`config.mk`:
```
export PLATFORM = sky130hd
export DESIGN_NAME = pb_io_responder
export DESIGN_NICKNAME = d
export VERILOG_FILES = /design/src/rtl/pb_io_responder.sv
export SDC_FILE = /design/constraint.sdc
export NUM_CORES = 1
export LEC_CHECK = 0
export ABC_AREA = 1
export ABC_CLOCK_PERIOD_IN_PS = 2690
export CAP_MARGIN = 10
export CORE_MARGIN = 4
export CORE_UTILIZATION = 30
export CTS_CLUSTER_DIAMETER = 200
export DETAILED_ROUTE_END_ITERATION = 8
export MAX_ROUTING_LAYER = met4
export PLACE_DENSITY = 0.45
export SLEW_MARGIN = 20
export SYNTH_ARGS = -nofsm -noshare
export SYNTH_HDL_FRONTEND = slang
export SYNTH_SLANG_ARGS = --single-unit
```
`constraint.sdc`:
```
create_clock -name clk -period 2.69 [get_ports clk]
set_input_delay 0.269 -clock clk [delete_from_list [all_inputs] [get_ports clk]]
set_output_delay 0.269 -clock clk [all_outputs]
set_load 0.05 [all_outputs]
```
`src/rtl/pb_io_responder.sv`:
```
// ---------------------------------------------------------------------------
// pb_io_responder
//
// Peripheral-side responder for the KCPSM6 (PicoBlaze) I/O port bus. Decodes
// CPU accesses whose port_id upper nibble equals PORT_BASE and provides:
//   - four write-only output registers (offsets 0x0-0x3)
//   - interrupt pending (0x4, W1C) and mask (0x5) registers
//   - an 8-source rising-edge interrupt controller with IDLE/REQ/WAIT handshake
//   - a byte FIFO fed by an external producer, popped by reads of 0x6,
//     with status at 0x7 = {count[4:0], ovf, full, empty}
//   - four readable input ports (offsets 0x8-0xB)
//
// Ports:
//   clk, reset            : clock (rising edge), asynchronous active-low reset
//   port_id, read_strobe,
//   write_strobe, out_port: CPU access bus
//   in_port               : registered read data (1-cycle latency from port_id)
//   interrupt, interrupt_ack : interrupt request / acknowledge
//   out_reg0..3           : output registers
//   in_val0..3            : input ports
//   evt                   : interrupt sources, rising-edge sensitive
//   fifo_wr_en, fifo_wr_data, fifo_full : FIFO producer interface
//
// Optional build macro: PB_IO_IN_SYNC_EN
//   Defined   : in_val0..3 and evt pass through a 2-flop synchronizer.
//   Undefined : inputs are used directly.
// ---------------------------------------------------------------------------
module pb_io_responder #(
    parameter logic [3:0]  PORT_BASE = 4'h0,
    parameter int unsigned FIFO_AW   = 4
) (
    input  logic       clk,
    input  logic       reset,
    input  logic [7:0] port_id,
    input  logic       read_strobe,
    input  logic       write_strobe,
    input  logic [7:0] out_port,
    output logic [7:0] in_port,
    output logic       interrupt,
    input  logic       interrupt_ack,
    output logic [7:0] out_reg0,
    output logic [7:0] out_reg1,
    output logic [7:0] out_reg2,
    output logic [7:0] out_reg3,
    input  logic [7:0] in_val0,
    input  logic [7:0] in_val1,
    input  logic [7:0] in_val2,
    input  logic [7:0] in_val3,
    input  logic [7:0] evt,
    input  logic       fifo_wr_en,
    input  logic [7:0] fifo_wr_data,
    output logic       fifo_full
);

    localparam int unsigned DEPTH = 1 << FIFO_AW;
    localparam logic [FIFO_AW:0] COUNT_FULL = {1'b1, {FIFO_AW{1'b0}}};

    typedef enum logic [1:0] {ST_IDLE, ST_REQ, ST_WAIT} irq_state_e;

    // ---------------- input conditioning ----------------
    logic [7:0] in_val_s [4];
    logic [7:0] evt_s;

`ifdef PB_IO_IN_SYNC_EN
    logic [39:0] sync1_q, sync2_q;

    always_ff @(posedge clk or negedge reset) begin
        if (!reset) begin
            sync1_q <= '0;
            sync2_q <= '0;
        end else begin
            sync1_q <= {evt, in_val3, in_val2, in_val1, in_val0};
            sync2_q <= sync1_q;
        end
    end

    assign in_val_s[0] = sync2_q[7:0];
    assign in_val_s[1] = sync2_q[15:8];
    assign in_val_s[2] = sync2_q[23:16];
    assign in_val_s[3] = sync2_q[31:24];
    assign evt_s       = sync2_q[39:32];
`else
    assign in_val_s[0] = in_val0;
    assign in_val_s[1] = in_val1;
    assign in_val_s[2] = in_val2;
    assign in_val_s[3] = in_val3;
    assign evt_s       = evt;
`endif

    // ---------------- state ----------------
    logic [7:0]         out_reg_q [4], out_reg_d [4];
    logic [7:0]         in_port_q, in_port_d;
    logic [7:0]         pend_q, pend_d;
    logic [7:0]         mask_q, mask_d;
    logic [7:0]         evt_hist_q, evt_hist_d;
    logic [FIFO_AW-1:0] wr_ptr_q, wr_ptr_d, rd_ptr_q, rd_ptr_d;
    logic [FIFO_AW:0]   count_q, count_d;
    logic               ovf_q, ovf_d;
    irq_state_e         state_q, state_d;
    logic [7:0]         mem_q [DEPTH];

    // ---------------- decode ----------------
    logic       hit, wr_hit, pop_ok, push_ok, fifo_empty, full_w;
    logic [3:0] offs;
    logic [7:0] w1c;
    logic [4:0] count5;

    assign hit        = (port_id[7:4] == PORT_BASE);
    assign offs       = port_id[3:0];
    assign wr_hit     = write_strobe & hit;
    assign fifo_empty = (count_q == '0);
    assign full_w     = (count_q == COUNT_FULL);
    assign count5     = 5'(count_q);
    // A pop frees a slot in the same cycle, so a push at full still lands.
    assign pop_ok     = read_strobe & hit & (offs == 4'h6) & ~fifo_empty;
    assign push_ok    = fifo_wr_en & (~full_w | pop_ok);

    // NOTE: every always_comb output gets a default first so no latch is inferred.
    always_comb begin
        out_reg_d  = out_reg_q;
        mask_d     = mask_q;
        ovf_d      = ovf_q;
        w1c        = 8'h00;
        evt_hist_d = evt_s;
        if (wr_hit) begin
            case (offs)
                4'h0, 4'h1, 4'h2, 4'h3: out_reg_d[offs[1:0]] = out_port;
                4'h4:    w1c    = out_port;
                4'h5:    mask_d = out_port;
                4'h7:    ovf_d  = 1'b0;
                default: ;
            endcase
        end
        // A dropped byte wins over a same-cycle ovf clear.
        if (fifo_wr_en && full_w && !pop_ok) ovf_d = 1'b1;
        // Newly captured edges take priority over the W1C clear.
        pend_d = (pend_q & ~w1c) | (evt_s & ~evt_hist_q);
    end

    // FIFO pointers and occupancy
    always_comb begin
        wr_ptr_d = wr_ptr_q;
        rd_ptr_d = rd_ptr_q;
        count_d  = count_q;
        if (push_ok) wr_ptr_d = wr_ptr_q + 1'b1;
        if (pop_ok)  rd_ptr_d = rd_ptr_q + 1'b1;
        if (push_ok && !pop_ok)      count_d = count_q + 1'b1;
        else if (!push_ok && pop_ok) count_d = count_q - 1'b1;
    end

    // Read mux, registered every cycle regardless of read_strobe
    always_comb begin
        in_port_d = 8'h00;
        if (hit) begin
            case (offs)
                4'h4:    in_port_d = pend_q;
                4'h5:    in_port_d = mask_q;
                4'h6:    in_port_d = fifo_empty ? 8'h00 : mem_q[rd_ptr_q];
                4'h7:    in_port_d = {count5, ovf_q, full_w, fifo_empty};
                4'h8:    in_port_d = in_val_s[0];
                4'h9:    in_port_d = in_val_s[1];
                4'hA:    in_port_d = in_val_s[2];
                4'hB:    in_port_d = in_val_s[3];
                default: in_port_d = 8'h00;
            endcase
        end
    end

    // Interrupt handshake: REQ holds until acknowledged; WAIT holds until
    // software clears (or masks) every enabled pending bit.
    always_comb begin
        state_d = state_q;
        case (state_q)
            ST_IDLE: if ((pend_q & mask_q) != 8'h00) state_d = ST_REQ;
            ST_REQ:  if (interrupt_ack)              state_d = ST_WAIT;
            ST_WAIT: if ((pend_q & mask_q) == 8'h00) state_d = ST_IDLE;
            default: state_d = ST_IDLE;
        endcase
    end

    // NOTE: sequential state uses non-blocking assignments only.
    always_ff @(posedge clk or negedge reset) begin
        if (!reset) begin
            for (int i = 0; i < 4; i++) out_reg_q[i] <= 8'h00;
            in_port_q  <= 8'h00;
            pend_q     <= 8'h00;
            mask_q     <= 8'h00;
            evt_hist_q <= 8'h00;
            wr_ptr_q   <= '0;
            rd_ptr_q   <= '0;
            count_q    <= '0;
            ovf_q      <= 1'b0;
            state_q    <= ST_IDLE;
        end else begin
            out_reg_q  <= out_reg_d;
            in_port_q  <= in_port_d;
            pend_q     <= pend_d;
            mask_q     <= mask_d;
            evt_hist_q <= evt_hist_d;
            wr_ptr_q   <= wr_ptr_d;
            rd_ptr_q   <= rd_ptr_d;
            count_q    <= count_d;
            ovf_q      <= ovf_d;
            state_q    <= state_d;
        end
    end

    // NOTE: FIFO storage has no reset; cleared pointers make its contents unreachable.
    always_ff @(posedge clk) begin
        if (push_ok) mem_q[wr_ptr_q] <= fifo_wr_data;
    end

    assign in_port   = in_port_q;
    assign interrupt = (state_q == ST_REQ);
    assign fifo_full = full_w;
    assign out_reg0  = out_reg_q[0];
    assign out_reg1  = out_reg_q[1];
    assign out_reg2  = out_reg_q[2];
    assign out_reg3  = out_reg_q[3];

endmodule

```
==> metrics <==
status finished clean; CP Class flop to flop; input/output buffers 111; Worst EP arrival ~2900 ps; Fin. Hold Viols 0; Initial Util 30.6%; dominant synthesized flop cell edfxtp_1; Yosys reg bits 208; layout cells sized above 1 slightly above 10%; Cell variety after synth 28; M1 WL 11,700 um; fin nets between 1,000 and 1,500; Tot Pwr around 0.009 W; num rows between 60 and 70; crit end category flop; setup ws final 263 ps; Max Slew Vio Count 0; Area growth syn-to-layout 30.5%; area leader, netlist edfxtp_1; dpl cells about 1,400; post-synthesis cell count 862; Slowest-stage cell, CP dfrtp_1; Crit path largest cell delay 420 ps; GRT Overall Usage 16.1%; final std cells w/o fill 1,422; Residual DRC 0; WP buf/inv 4; pre-CTS setup slack -171 ps; Post-synth EDFFs between 100 and 150; Final setup viols 0; Die ar. 32,400 um2; post-synthesis sequential area ratio 65.9%; placed cell area 10,700 um2; worst clock skew 25.4 ps; Via density about 4.6; clock sinks 208; commonest non-fill, non-tap cells in the layout nand2_1 (306), edfxtp_1 (128), nand3_1 (109), clkdlybuf4s50_1 (109), dfrtp_1 (79); fin area around 12,000 um2; grt ovf 0; Area contributors post-synth edfxtp_1 (43%), dfrtp_1 (23%), nand2_1 (13%); largest net degree at the start of global routing 67; routed wl met2 about 12,000 um; final WL about 26,000 um; R2R Setup Slk between 200 and 300 ps; Clk Latency, worst-skew pair 540 ps; Reg clk slew, reported paths 60 ps; Synth warnings 0; Pre-Repair DR Iteration Count 5; Post-DP HPWL about 18,000 um; most common cell after layout, fill and taps aside nand2_1; Worst Hold Class input pin to flop; met3 WL 981 um; ys async rst share approximately two fifths; # H-tree levels 1; Top delay family on crit path adder cells; Req. time, crit path about 3100 ps; RSZ-0062 raised after global routing no; CTS tree done; IO Count 112; Net Count, Synth approximately 950; top routing layer in use met4; Post-Syn Area 8870 um2; CTS Root Cell clkbuf_16; total core area 28,900 um2; fmax 412 MHz; crit path cell chain inv_1, nand4_1, buf_4, nand4_4, nand2_1, nand2_2, inv_4, ha_1, buf_4, fa_1, o21ai_1, xor2_1, nand2_1, o21ai_0; Critical Path Start Type flop; GP Congestion 0.779; number of max-cap violations 0; Max FO, Critical Path 4; DR vias 6,536; Hold Slack 210 ps; Die Ht 180 um; period utilization 90.2%; Max IR drop VDD 464 uV; TritonCTS Buffers 25; initial drt markers 370; syn_area_per_cell 10.3 um2; initial antenna violation count 2; Max transition margin 48.7%; ANT nets after route 0; worst slew pin tran 767 ps; fillers 2,898; WL/cell 17.9 um; pwr dens 772 nW/um2; Die X between 150 and 200 um; diode count 0; min Tclk post-route 2430 ps; Static Leak roughly 4.7 nW; first-pass GRT wire length 39,900 um; postcts setup bufs 0; vias in the first global route 6,582; top-area cell type share of the netlist area 43.4%; clock tree buffer depth 3
[where the power goes]
| group | switching (W) | leakage [nW] | internal (W) | total (W) |
|---|---|---|---|---|
| combinational | 0.00105 | 2.06 | 0.000653 | 0.00171 |
| sequential | 0.000134 | 2.17 | 0.00371 | 0.00384 |
| clock | 0.00132 | 0.422 | 0.00206 | 0.00338 |
[cell type report]
class,instances,area [um2],share of cell area [%]
Clock buffer,36,759,6.56
Clock inverter,8,85.1,0.735
Inverter,44,168,1.45
Multi-Input combinational cell,580,2700,23.3
Sequential cell,208,5850,50.5
Tap cell,384,480,4.15
Timing Repair Buffer,162,1530,13.3
[metrics by stage]
step	util (%)	TNS, ps
after floorplan	-	0
after global placement	37.0	-211
after detailed placement	37.0	-270
after CTS	40.0	0
after global routing	40.0	0
final	40.0	0
[worst paths after layout]
check                                   startpoint                      end  depth (start not counted)
hold reg to reg            evt_hist_q[2]$_DFF_PN0_      pend_q[2]$_DFF_PN0_                          1
max in group asynchronous                    reset    count5[4]$_DFFE_PN0P_                          3
min in group asynchronous                    reset  out_reg3[2]$_DFFE_PN0P_                          2
setup reg to reg             count5[1]$_DFFE_PN0P_    count5[4]$_DFFE_PN0P_                         14
setup / recovery             count5[1]$_DFFE_PN0P_    count5[4]$_DFFE_PN0P_                         14
hold / removal                              evt[0]  evt_hist_q[0]$_DFF_PN0_                          1
[flip-flops by register name (all words and copies together) (netlist names)]
name and flops:
count5 5, evt_hist_q 8, in_port 8, mask_q 8
mem_q 128, out_reg0 8, out_reg1 8, out_reg2 8
out_reg3 8, ovf_q 1, pend_q 8, rd_ptr_q 4
state_q 2, wr_ptr_q 4
[repair_timing]
item                                    CTS  global route
gates resized for setup                   0             2
endpoints found under the setup margin    0             2
hold buffers                              1             0
endpoints found under the hold margin    47             0
[metal layers]
metal | GRT usage [%] | vias up
li1 | - | 3225
met1 | 21.6 | 3142
met3 | 2.47 | 32
met2 | 26.2 | 137
met5 | - | -
met4 | 3.38 | 0
[cells in the mapped netlist (2+ instances only)]
master,instances
nand2_1,306
edfxtp_1,128
nand3_1,109
dfrtp_1,80
o21ai_0,64
inv_1,38
nor2_1,36
buf_2,20
a21oi_1,13
ha_1,13
nand4_1,12
xor2_1,8
clkbuf_1,5
nand2_2,5
clkinv_1,4
buf_6,3
o211ai_1,3
xnor2_1,3
buf_1,2
nor2_2,2
[cell families after synthesis]
kind of cell | synth area share [%]
buf+inv | 3.70
xor+xnor | 1.09
flops | 65.9
simple gates | 22.4
compound gates | 4.69
fa+ha+maj | 2.06
mux | 0.127
Note: power is estimated with default switching activity, not from simulation.
